<file path="config.mk">
export PLATFORM = sky130hd
export DESIGN_NAME = rect_drawer
export DESIGN_NICKNAME = d
export VERILOG_FILES = /design/src/rtl/rect_drawer.sv
export SDC_FILE = /design/constraint.sdc
export NUM_CORES = 1
export LEC_CHECK = 0
export ABC_CLOCK_PERIOD_IN_PS = 3180
export BUFFER_PORTS_ARGS = -buffer_cell sky130_fd_sc_hd__buf_2
export CORE_ASPECT_RATIO = 0.9
export CORE_MARGIN = 1
export CORE_UTILIZATION = 55
export CTS_CLUSTER_DIAMETER = 50
export DETAILED_ROUTE_END_ITERATION = 12
export HOLD_SLACK_MARGIN = 0.05
export PLACE_DENSITY_LB_ADDON = 0.25
export SLEW_MARGIN = 10
export SYNTH_ARGS = -nofsm -noshare
export SYNTH_HDL_FRONTEND = slang
export SYNTH_SLANG_ARGS = --single-unit
</file>
<file path="constraint.sdc">
create_clock -name clock -period 3.18 [get_ports clock]
set_input_delay 0.318 -clock clock [delete_from_list [all_inputs] [get_ports clock]]
set_output_delay 0.318 -clock clock [all_outputs]
set_load 0.02 [all_outputs]
</file>
<file path="src/rtl/rect_drawer.sv">
// rect_drawer
// Rectangle rasteriser for the VGA adapter path. It takes an origin, a size and
// a colour, then writes the rectangle one pixel per clock in row-major order.
// Pixels outside the screen are clipped: they use a raster cycle but do not plot.
//
// Ports
//   clock      : system clock; all logic runs on the rising edge
//   reset      : synchronous reset, active low
//   start      : draw request; only sampled while idle
//   erase      : paint bg_colour instead of colour_in (captured with start)
//   hold       : stall the raster; counters freeze and nothing is plotted
//   x_in, y_in : top-left origin of the rectangle
//   w_in, h_in : rectangle size in pixels (0 means nothing is drawn)
//   colour_in  : draw colour
//   bg_colour  : erase colour
//   busy       : a draw is in progress, including the done cycle
//   done       : one-cycle pulse that follows the last pixel
//   x_out, y_out, colour_out, plot_out : pixel write port to the VGA adapter
module rect_drawer #(
    parameter int X_W      = 8,
    parameter int Y_W      = 7,
    parameter int COLOUR_W = 9,
    parameter int DIM_W    = 5,
    parameter int SCREEN_W = 160,
    parameter int SCREEN_H = 120
) (
    input  logic                clock,
    input  logic                reset,
    input  logic                start,
    input  logic                erase,
    input  logic                hold,
    input  logic [X_W-1:0]      x_in,
    input  logic [Y_W-1:0]      y_in,
    input  logic [DIM_W-1:0]    w_in,
    input  logic [DIM_W-1:0]    h_in,
    input  logic [COLOUR_W-1:0] colour_in,
    input  logic [COLOUR_W-1:0] bg_colour,
    output logic                busy,
    output logic                done,
    output logic [X_W-1:0]      x_out,
    output logic [Y_W-1:0]      y_out,
    output logic [COLOUR_W-1:0] colour_out,
    output logic                plot_out
);

    // FLUSH is the cycle in which the last pixel sits on the outputs, so done
    // arrives one cycle after that pixel rather than together with it.
    typedef enum logic [1:0] {IDLE, DRAW, FLUSH, FINISH} state_t;

    state_t              state_q, state_d;
    logic [X_W-1:0]      x0_q, x0_d;
    logic [Y_W-1:0]      y0_q, y0_d;
    logic [DIM_W-1:0]    w_q, w_d;
    logic [DIM_W-1:0]    h_q, h_d;
    logic [COLOUR_W-1:0] col_q, col_d;
    logic [DIM_W-1:0]    cx_q, cx_d;
    logic [DIM_W-1:0]    cy_q, cy_d;

    logic                busy_q, busy_d;
    logic                done_q, done_d;
    logic [X_W-1:0]      xo_q, xo_d;
    logic [Y_W-1:0]      yo_q, yo_d;
    logic [COLOUR_W-1:0] co_q, co_d;
    logic                plot_q, plot_d;

    // Sums carry one extra bit so that wrap-around past the coordinate width
    // is seen as off-screen rather than aliasing back onto the left or top.
    logic [X_W:0] sum_x;
    logic [Y_W:0] sum_y;
    logic         clip;

    always_comb begin
        sum_x = {1'b0, x0_q} + (X_W+1)'(cx_q);
        sum_y = {1'b0, y0_q} + (Y_W+1)'(cy_q);
        clip  = (sum_x >= (X_W+1)'(SCREEN_W)) || sum_x[X_W]
             || (sum_y >= (Y_W+1)'(SCREEN_H)) || sum_y[Y_W];

        state_d = state_q;
        x0_d    = x0_q;
        y0_d    = y0_q;
        w_d     = w_q;
        h_d     = h_q;
        col_d   = col_q;
        cx_d    = cx_q;
        cy_d    = cy_q;
        xo_d    = xo_q;
        yo_d    = yo_q;
        co_d    = co_q;
        plot_d  = 1'b0;

        case (state_q)
            IDLE: begin
                if (start) begin
                    x0_d  = x_in;
                    y0_d  = y_in;
                    w_d   = w_in;
                    h_d   = h_in;
                    col_d = erase ? bg_colour : colour_in;
                    cx_d  = '0;
                    cy_d  = '0;
                    if (w_in == '0 || h_in == '0) begin
                        state_d = FINISH;
                    end else begin
                        state_d = DRAW;
                    end
                end
            end
            DRAW: begin
                // While held, nothing changes and the pixel outputs keep
                // their last values; only plot drops.
                if (!hold) begin
                    xo_d   = sum_x[X_W-1:0];
                    yo_d   = sum_y[Y_W-1:0];
                    co_d   = col_q;
                    plot_d = !clip;
                    if (cx_q == w_q - DIM_W'(1)) begin
                        cx_d = '0;
                        if (cy_q == h_q - DIM_W'(1)) begin
                            state_d = FLUSH;
                        end else begin
                            cy_d = cy_q + DIM_W'(1);
                        end
                    end else begin
                        cx_d = cx_q + DIM_W'(1);
                    end
                end
            end
            FLUSH: begin
                state_d = FINISH;
            end
            FINISH: begin
                state_d = IDLE;
            end
            default: begin
                state_d = IDLE;
            end
        endcase

        busy_d = (state_d != IDLE);
        done_d = (state_d == FINISH);
    end

    always_ff @(posedge clock) begin
        if (!reset) begin
            state_q <= IDLE;
            x0_q    <= '0;
            y0_q    <= '0;
            w_q     <= '0;
            h_q     <= '0;
            col_q   <= '0;
            cx_q    <= '0;
            cy_q    <= '0;
            busy_q  <= 1'b0;
            done_q  <= 1'b0;
            xo_q    <= '0;
            yo_q    <= '0;
            co_q    <= '0;
            plot_q  <= 1'b0;
        end else begin
            state_q <= state_d;
            x0_q    <= x0_d;
            y0_q    <= y0_d;
            w_q     <= w_d;
            h_q     <= h_d;
            col_q   <= col_d;
            cx_q    <= cx_d;
            cy_q    <= cy_d;
            busy_q  <= busy_d;
            done_q  <= done_d;
            xo_q    <= xo_d;
            yo_q    <= yo_d;
            co_q    <= co_d;
            plot_q  <= plot_d;
        end
    end

    assign busy       = busy_q;
    assign done       = done_q;
    assign x_out      = xo_q;
    assign y_out      = yo_q;
    assign colour_out = co_q;
    assign plot_out   = plot_q;

endmodule

</file>
-- Yosys cells after proc, flatten, opt, wreduce, memory -nomap -nowiden
Cells that the tools add are included.
- order comparisons: 2
- bitwise gates (word level): 3
- $add $sub $neg: 6
- equality and inequality tests: 10
- reduce and logical (&&, ||, !) cells: 15
- multiplexer cells: 15
- operators by type and width (kind ; number):
    $mux W5 ; 6
    $pmux W5 S2 ; 2
    $add A5 B1 Y5 const B ; 2
    $eq A5 B5 Y1 ; 2
    $logic_not A5 Y1 ; 2
    $mux W2 ; 5
    $sub A5 B1 Y5 const B ; 2
    $add A8 B5 Y9 ; 1
    $ge A9 B8 Y1 const B ; 1
    $mux W9 ; 1
    $add A7 B5 Y8 ; 1
    $ge A8 B7 Y1 const B ; 1
    $ne A2 B2 Y1 const B ; 4
    $pmux W2 S4 ; 1
    $eq A2 B2 Y1 const B ; 3
    $reduce_and A5 Y1 ; 1
    $logic_or A1 B1 Y1 ; 4
    $reduce_and A2 Y1 ; 2
    $reduce_bool A2 Y1 ; 2
    $not A1 Y1 ; 3
    $reduce_and A3 Y1 ; 1
    $reduce_or A3 Y1 ; 1
    $eq A2 B1 Y1 const B ; 1
    $logic_not A2 Y1 ; 1
    $logic_not A1 Y1 ; 1
- logic and storage cells: 65
- output and inout port bits: 27
- register bits: 73

-- Logic depth before layout (Yosys ltp)
Gate-level depths: netlist of run 1.
- word-level depth: 7
- depth in mapped cells: 9
- gate-level depth less buffers: 9

-- Worst setup path before layout of run 1
OpenSTA, ideal clock, no wires.
- kind: register to register
- from: register cx_q[0]
- to: register plot_q, in the netlist plot_out
- period minus slack after synthesis: 2.037 ns
- cell stages (with the launch flop): 9
- path slack: 1.143 ns
- library setup time: 0.115 ns
- required time: 3.065 ns
- data arrival time: 1.922 ns
- path through: dfxtp_1 ha_1 fa_1 a21o_1 a21oi_1 nor2b_1 o21ai_0 o31ai_1 a2111oi_0
- cells in the longest elaborated chain, start to end: 6
- RTL lines (item ; RTL line ; RTL):
    start: declaration ; 56 ; logic [DIM_W-1:0] cx_q, cx_d;
    start signal: assignment ; 151 ; cx_q <= '0;
    start signal: assignment ; 166 ; cx_q <= cx_d;
    $add A8 B5 Y9 (*) ; 73 ; sum_x = {1'b0, x0_q} + (X_W+1)'(cx_q);
    $ge A9 B8 Y1 ; 75 ; clip = (sum_x >= (X_W+1)'(SCREEN_W)) || sum_x[X_W]
    $logic_or A1 B1 Y1 (*) ; 75 ;
    $logic_or A1 B1 Y1 (*) (2 in a row) ; 76 ; || (sum_y >= (Y_W+1)'(SCREEN_H)) || sum_y[Y_W];
    $logic_not A1 Y1 (*) ; 115 ; plot_d = !clip;
    end signal: assignment ; 173 ; plot_q <= plot_d;
    end: declaration ; 64 ; logic plot_q, plot_d;
Mark *: on every way between the ends. The rest lies on a longest branch, timed or not.
A chain may end at the register's enable or synchronous reset.

-- Worst setup path after layout of run 1
- from: register cy_q[0]
- to: register plot_q, in the netlist plot_out
- cells in the longest elaborated chain, start to end: 5
- RTL lines (item ; RTL line ; RTL):
    start: declaration ; 57 ; logic [DIM_W-1:0] cy_q, cy_d;
    start signal: assignment ; 167 ; cy_q <= cy_d;
    $add A7 B5 Y8 (*) ; 74 ; sum_y = {1'b0, y0_q} + (Y_W+1)'(cy_q);
    $ge A8 B7 Y1 ; 76 ;
    $logic_or A1 B1 Y1 ; 76 ;
    $logic_or A1 B1 Y1 (*) ; 76 ;
    $logic_not A1 Y1 (*) ; 115 ;
Marked as above.

==> out/results.tsv, run 1 <==
stage	metric	value	unit
run_status	status	complete, no violations	
drt	DRC	0	
power	PD cells	473	nW/um2
critical_path	FF-to-FF End	plot_out	
worst_hold_path	Hold Crit Class	in2reg	
flow_run	# Max-Cap Violations	0	
clock_tree	post-CTS repair timing setup buffer count	0	
synth	#FFs+latches synth	73	
timing	Slew HR	0.601	
synth	Ys Warns	0	
synth	asr flop ratio synth	0	
drt	initial drt markers	166	
clock_tree	PostCTS Resize Cnt	0	
cells_and_area	cell area after layout	4200	um2
power	Combinational Power Share	0.155	
critical_path	Setup crit start kind	flip-flop	
synth	number of flops mapped to enable cells by yosys	0	
cells_and_area	layout cells sized above 1	0.194	
cells_and_area	count of nets after finishing	554	
timing	fin crit period	2320	ps
power	Clk network pwr share	0.337	
die	die area	6870	um2
critical_path	CP Max Fanout	6	
timing	Setup TNS Final	0	ps
clock_tree	CTS tree	yes	
clock_tree	root buf cell	clkbuf_8	
power	part of the power in registers	0.508	
critical_path	WS Path Type	reg2reg	
global_route	gr usage total	0.258	
global_route	first-pass GRT wire length	13800	um
synth	Post-Syn Area	3600	um2
timing	fin crit share	0.728	
die	core area	6220	um2
clock_tree	clk buf depth	2	
clock_tree	cts hold-fix bufs	0	
timing	Worst Skew	7.06	ps
critical_path	R2R Setup Slk	860	ps
timing	endpoints failing setup	0	
drt	via count	3126	
cells_and_area	fin util	0.676	
worst_hold_path	worst hold endpoint	x0_q[3]	
synth	Synth cell types	46	
critical_path	Crit path arrival time	2540	ps
timing	final hold slack	221	ps
critical_path	Worst R2R Path Depth	9	
clock_tree	H-tree Lvls	3	
die	Die H	78.8	um
synth	Main synth FF type	dfxtp_1	
power	Pint	1.44	mW
place	HPWL Detailed	5690	um
power	switch share	0.276	
power	peak supply drop	0.320	mV
global_route	antenna violations before repair	0	
power	Leakage Power	1.88	nW
clock_tree	clk sink count	73	
critical_path	Setup crit end kind	flip-flop	
timing	Max Clock Freq	432	MHz
die	Rows	27	
global_route	global route overflow	0	
clock_tree	CTS clk-pin slew, worst paths	70	ps
synth	synthesized instance count	423	
die	Initial Utilization	0.579	
worst_hold_path	worst hold path cell count	3	
critical_path	critical path required time	3400	ps
drt	wire length per cell	13.9	um
place	dpl cell area	4020	um2
drt	WL final	8050	um
place	I/O Buffers	74	
timing	final slew viol count	0	
synth	Post-Syn Area per Cell	8.51	um2
timing	worst slew pin tran	598	ps
clock_tree	CTS Buf Count	9	
drt	via-per-instance ratio	5.38	
synth	Seq/Total Area, Yosys	0.406	
drt	antenna viol nets, final	0	
cells_and_area	Antenna Cells	0	
cells_and_area	area delta synth->final	16.7	%
place	Placer Congestion	0.884	
synth	syn nets	487	
die	Chip Width	87.3	um
die	Ports	75	
global_route	largest net degree at the start of global routing	44	
power	Sw Pwr	0.547	mW
global_route	vias in the first global route	3002	
drt	Detailed Routing Iterations Pass 1	4	
critical_path	R2R Path Start	cy_q[0]	
clock_tree	clock latency at the later pin of the worst-skew pair	340	ps
timing	RSZ-0062 raised after global routing	no	
worst_hold_path	Min-Delay Startpoint	x_in[3]	
timing	final hold violation count	0	
cell usage after synthesis (all sizes together), types with 2 or more instances:
library cell / instances / area [um2]
nor2b: 2 / 12.5
mux2i: 9 / 90.1
o21bai: 2 / 15.0
nand2: 112 / 423
o21a: 2 / 15.0
a21o: 2 / 15.0
inv: 8 / 30.0
buf: 3 / 20.0
xor2: 12 / 105
a21boi: 42 / 315
nand4: 4 / 25.0
nor3: 3 / 15.0
nor2: 16 / 60.1
xnor2: 16 / 140
nand2b: 3 / 18.8
o31ai: 2 / 15.0
o21ba: 2 / 20.0
nand3: 5 / 25.0
o211a: 12 / 120
dfxtp: 73 / 1460
and2: 8 / 50.1
or4: 5 / 37.5
ha: 14 / 175
a21oi: 10 / 50.1
clkbuf: 19 / 72.6
o21ai: 16 / 80.1
fa: 2 / 40.0
o211ai: 5 / 37.5
cells in the final DEF, fill, tap and decap left out, drive strengths merged, types with 3 or more instances in the layout:
cell type,netlist,routed
a21boi,42,42
a21oi,10,10
and2,8,8
buf,3,78
clkbuf,19,13
dfxtp,73,73
ha,14,14
inv,8,8
mux2i,9,9
nand2,112,112
nand2b,3,3
nand3,5,5
nand4,4,4
nor2,16,16
nor3,3,3
o211a,12,12
o211ai,5,5
o21ai,16,16
or4,5,5
xnor2,16,16
xor2,12,12
cells by family after synthesis:
logic type	share of synthesized area
fa+ha+maj	0.0598
compound gates	0.210
buf+inv	0.0341
flops	0.406
mux	0.0250
xor+xnor	0.0681
simple gates	0.197
worst max-delay path, cell delays in order, from the launching register on:
cell       delay (ps)
dfxtp_1           440
ha_1              210
inv_1              50
fa_1              400
nor2b_1           120
o21ai_0           120
a21oi_1           200
xnor2_1           190
nor4_1            110
a2111oi_0         380
flip-flops by register name, indices dropped and copies added, names as in the netlist, 2 cells and up:
register / flops
col_q: 9
colour_out: 9
cx_q: 5
cy_q: 5
h_q: 5
state_q: 2
w_q: 5
x0_q: 8
x_out: 8
y0_q: 7
y_out: 7
cell type report:
type / instances / area, um2
clock buffers: 13 / 169
clock inverters: 2 / 12.5
inverters: 8 / 30.0
well taps: 87 / 109
fillers: 573 / 2020
multi-input cells: 320 / 2020
flip-flops and latches: 73 / 1460
repair buffers: 78 / 400
metrics by stage:
| step | std cells | setup slack, ps | power, mW |
|---|---|---|---|
| CTS | 581 | 854 | 2.00 |
| floorplan | 423 | 1140 | 1.23 |
| global placement | 566 | 1080 | 1.32 |
| global route | 581 | 659 | 2.07 |
| finish | 581 | 864 | 1.99 |
| detailed placement | 566 | 860 | 1.33 |
routing by layer:
metal,track usage,part of all wire
met1,0.338,0.46
met2,0.421,0.48
met3,0.0530,0.051
met4,0.0902,0.010
met5,0,0
worst max path at each step:
stage | start | end | slack (ps) | cells past startpoint
floorplan | cx_q[0] | plot_out | 1140 | 8
global placement | cx_q[0] | plot_out | 1080 | 8
detailed placement | cy_q[0] | plot_out | 860 | 9
CTS | cy_q[0] | plot_out | 850 | 9
global route | cy_q[0] | plot_out | 660 | 9
finish | cy_q[0] | plot_out | 860 | 9
power groups by stage:
stage | Sequential (mW) | Combinational (mW) | Clock (mW)
global placement | 1.02 | 0.297 | 0
floorplan | 1.04 | 0.195 | 0
detailed placement | 1.03 | 0.306 | 0
CTS | 1.01 | 0.310 | 0.683
global route | 1.01 | 0.345 | 0.714
finish | 1.01 | 0.308 | 0.669
Power figures use the tool's default switching activity.
==> inputs of run 2 (changes only) <==
- ABC_AREA: unset -> 1
- ABC_CLOCK_PERIOD_IN_PS: 3180 -> 2400
- clock period: 3.18 -> 2.4 ns (I/O delays scaled with it)
==> run 2 against run 1 <==
Register-to-register slack got worse by 360 ps. Critical endpoint unchanged. Worst setup slack got worse by 360 ps. Non-clock buffer count did not move. Highest routed layer unchanged. Critical path depth rose by 2. Hold slack got worse by 78 ps. Global-route usage fell by 0.34 points. Total power rose by 41%. Synthesized area rose by 3.7%. Via count rose by 11%. Critical path type unchanged. Die area rose by 3.6%. Wire length rose by 5.0%.
==> out/results.tsv, run 2 <==
stage	metric	value	unit
run_status	status	complete, no violations	
synth	Post-Syn Area per Cell	7.28	um2
global_route	first-pass GRT wire length	13800	um
timing	fin crit share	0.789	
critical_path	R2R Setup Slk	510	ps
clock_tree	post-CTS repair timing setup buffer count	0	
power	Leakage Power	2.14	nW
clock_tree	CTS Buf Count	9	
place	Placer Congestion	0.935	
synth	Synth top cells by count	nand2_1 (97), dfxtp_1 (73), a21oi_1 (59), inv_1 (59), nor2_1 (57)	
critical_path	CP Max Fanout	5	
drt	DR WL met2	3970	um
synth	most frequent cell after synthesis	nand2_1	
die	Initial Utilization	0.570	
die	die area	7120	um2
cells_and_area	Fillers	602	
cells_and_area	area of the multi-input gates	1920	um2
drt	WL final	8450	um
cells_and_area	cell area after layout	4340	um2
synth	asr flop ratio synth	0	
drt	top sig layer	met4	
critical_path	crit-path cells	ha_1, inv_1, fa_1, inv_1, nand4_1, o211ai_1, nand2_1, nand2_1, nand3_1, nand2_1, nor2_1	
synth	post-synthesis simple-gate area fraction	0.240	
synth	Synth cell types	36	
flow_run	# Max-Cap Violations	0	
synth	syn nets	577	
drt	Detailed Routing Iterations Pass 1	4	
drt	wire length per cell	12.5	um
synth	largest family of logic cells by synthesized area	simple AND/OR/NAND/NOR gates	
place	dpl cell area	4140	um2
timing	Max Clock Freq	528	MHz
die	core area	6550	um2
synth	Post-Synth XOR/XNOR Area	0.0399	
critical_path	Setup crit start kind	flip-flop	
synth	Seq/Total Area, Yosys	0.391	
synth	Ys Warns	0	
clock_tree	PostCTS Resize Cnt	0	
clock_tree	CTS tree	yes	
synth	dominant cell type by area after synthesis	dfxtp_1	
global_route	antenna violations before repair	0	
clock_tree	cts hold-fix bufs	0	
place	HPWL Detailed	6130	um
global_route	gr usage total	0.254	
clock_tree	clk buf depth	2	
global_route	largest net degree at the start of global routing	37	
critical_path	slowest stage delay, CP	410	ps
synth	Synth Area in Compound Gates	0.178	
timing	fin crit period	1890	ps
cells_and_area	most frequent cells in the layout	nand2_1 (97), buf_2 (74), dfxtp_1 (73), inv_1 (59), a21oi_1 (59)	
timing	Setup TNS Final	0	ps
critical_path	Crit path arrival time	2140	ps
clock_tree	clk sink count	73	
drt	via count	3465	
cells_and_area	area delta synth->final	16.2	%
critical_path	critical path required time	2650	ps
drt	WL met1	3860	um
die	Rows	28	
drt	initial drt markers	144	
timing	Worst Skew	6.15	ps
drt	antenna viol nets, final	0	
critical_path	most frequent CP cell	nand2_1	
timing	RSZ-0062 raised after global routing	no	
cells_and_area	layout cells sized above 1	0.200	
synth	#FFs+latches synth	73	
clock_tree	clock latency at the later pin of the worst-skew pair	350	ps
synth	largest cells by area after synthesis	dfxtp_1 (39%), nand2_1 (9.8%), a21oi_1 (7.9%)	
drt	WL met3	520	um
timing	Slew HR	0.592	
cells_and_area	Reg area	1460	um2
critical_path	Setup crit end kind	flip-flop	
global_route	vias in the first global route	3181	
cells_and_area	commonest non-fill, non-tap cell in the layout	nand2_1	
cells_and_area	count of nets after finishing	645	
clock_tree	H-tree Lvls	3	
synth	mux share of post-synthesis cell area	0	
die	Die H	80.2	um
critical_path	WS Path Type	reg2reg	
die	Chip Width	88.9	um
timing	final hold violation count	0	
place	I/O Buffers	74	
timing	final slew viol count	0	
power	peak supply drop	0.345	mV
synth	number of flops mapped to enable cells by yosys	0	
cells_and_area	Antenna Cells	0	
synth	synthesized instance count	513	
clock_tree	CTS clk-pin slew, worst paths	80	ps
synth	Synth top area share	0.391	
power	PD cells	645	nW/um2
drt	DRC	0	
drt	via-per-instance ratio	5.13	
timing	endpoints failing setup	0	
die	Ports	75	
worst_hold_path	Hold Crit Class	in2reg	
synth	area share of fa/ha/maj cells after synthesis	0.0576	
global_route	global route overflow	0	
clock_tree	root buf cell	clkbuf_8	
synth	Main synth FF type	dfxtp_1	
power	Power, Total	2.80	mW
synth	Post-Syn Area	3730	um2
timing	worst slew pin tran	609	ps
critical_path	Crit-path slowest cell	dfxtp_1	
-- run 2: path summary, 6_finish.rpt --
check	from	to	depth (start not counted)
max	cy_q[0]	plot_out	11
min	x_in[1]	x0_q[1]	3
max reg2reg	cy_q[0]	plot_out	11
min reg2reg	col_q[1]	colour_out[1]	2
-- run 2: per-stage QoR --
stage               std cells  worst slack [ps]   util  hold WS [ps]
finish                    675               506  0.662           143
detailed placement        660               569  0.632           453
floorplan                 513               747      -           373
global placement          660               655  0.632           447
global route              675               310  0.662           148
CTS                       675               536  0.662           125
-- run 2: where the power goes --
part           total (mW)  switching [mW]  internal (mW)
sequential           1.35          0.0545           1.29
clock               0.965           0.464          0.501
combinational       0.487           0.307          0.179
total                2.80           0.826           1.97
-- run 2: cell families (layout without fill, tap and decap cells) --
family | after synthesis | count (layout)
simple gates | 198 | 198
compound gates | 123 | 123
buf+inv | 86 | 158
flops | 73 | 73
xor+xnor | 17 | 17
fa+ha+maj | 16 | 16
-- run 2: worst max-delay path: cells and delay by family (launching register included) --
kind	cells	cell delay, ps
AOI/OAI and AO/OA	1	130
adders and majority gates	2	650
buffers and inverters	2	160
DFF	1	410
and+or+nand+nor	6	450
-- run 2: cell type report --
class / count / area share
clock buffer: 10 / 0.0317
tap: 90 / 0.0260
clock inverter: 5 / 0.0130
inverter: 65 / 0.0563
multi-input combinational: 354 / 0.444
sequential: 73 / 0.337
timing repair buffer: 78 / 0.0923
-- run 2: layer usage --
| layer | GRT usage | vias to the layer above |
|---|---|---|
| li1 | - | 1801 |
| met1 | 0.301 | 1573 |
| met2 | 0.429 | 78 |
| met3 | 0.0802 | 13 |
| met4 | 0.0903 | 0 |
| met5 | 0 | - |
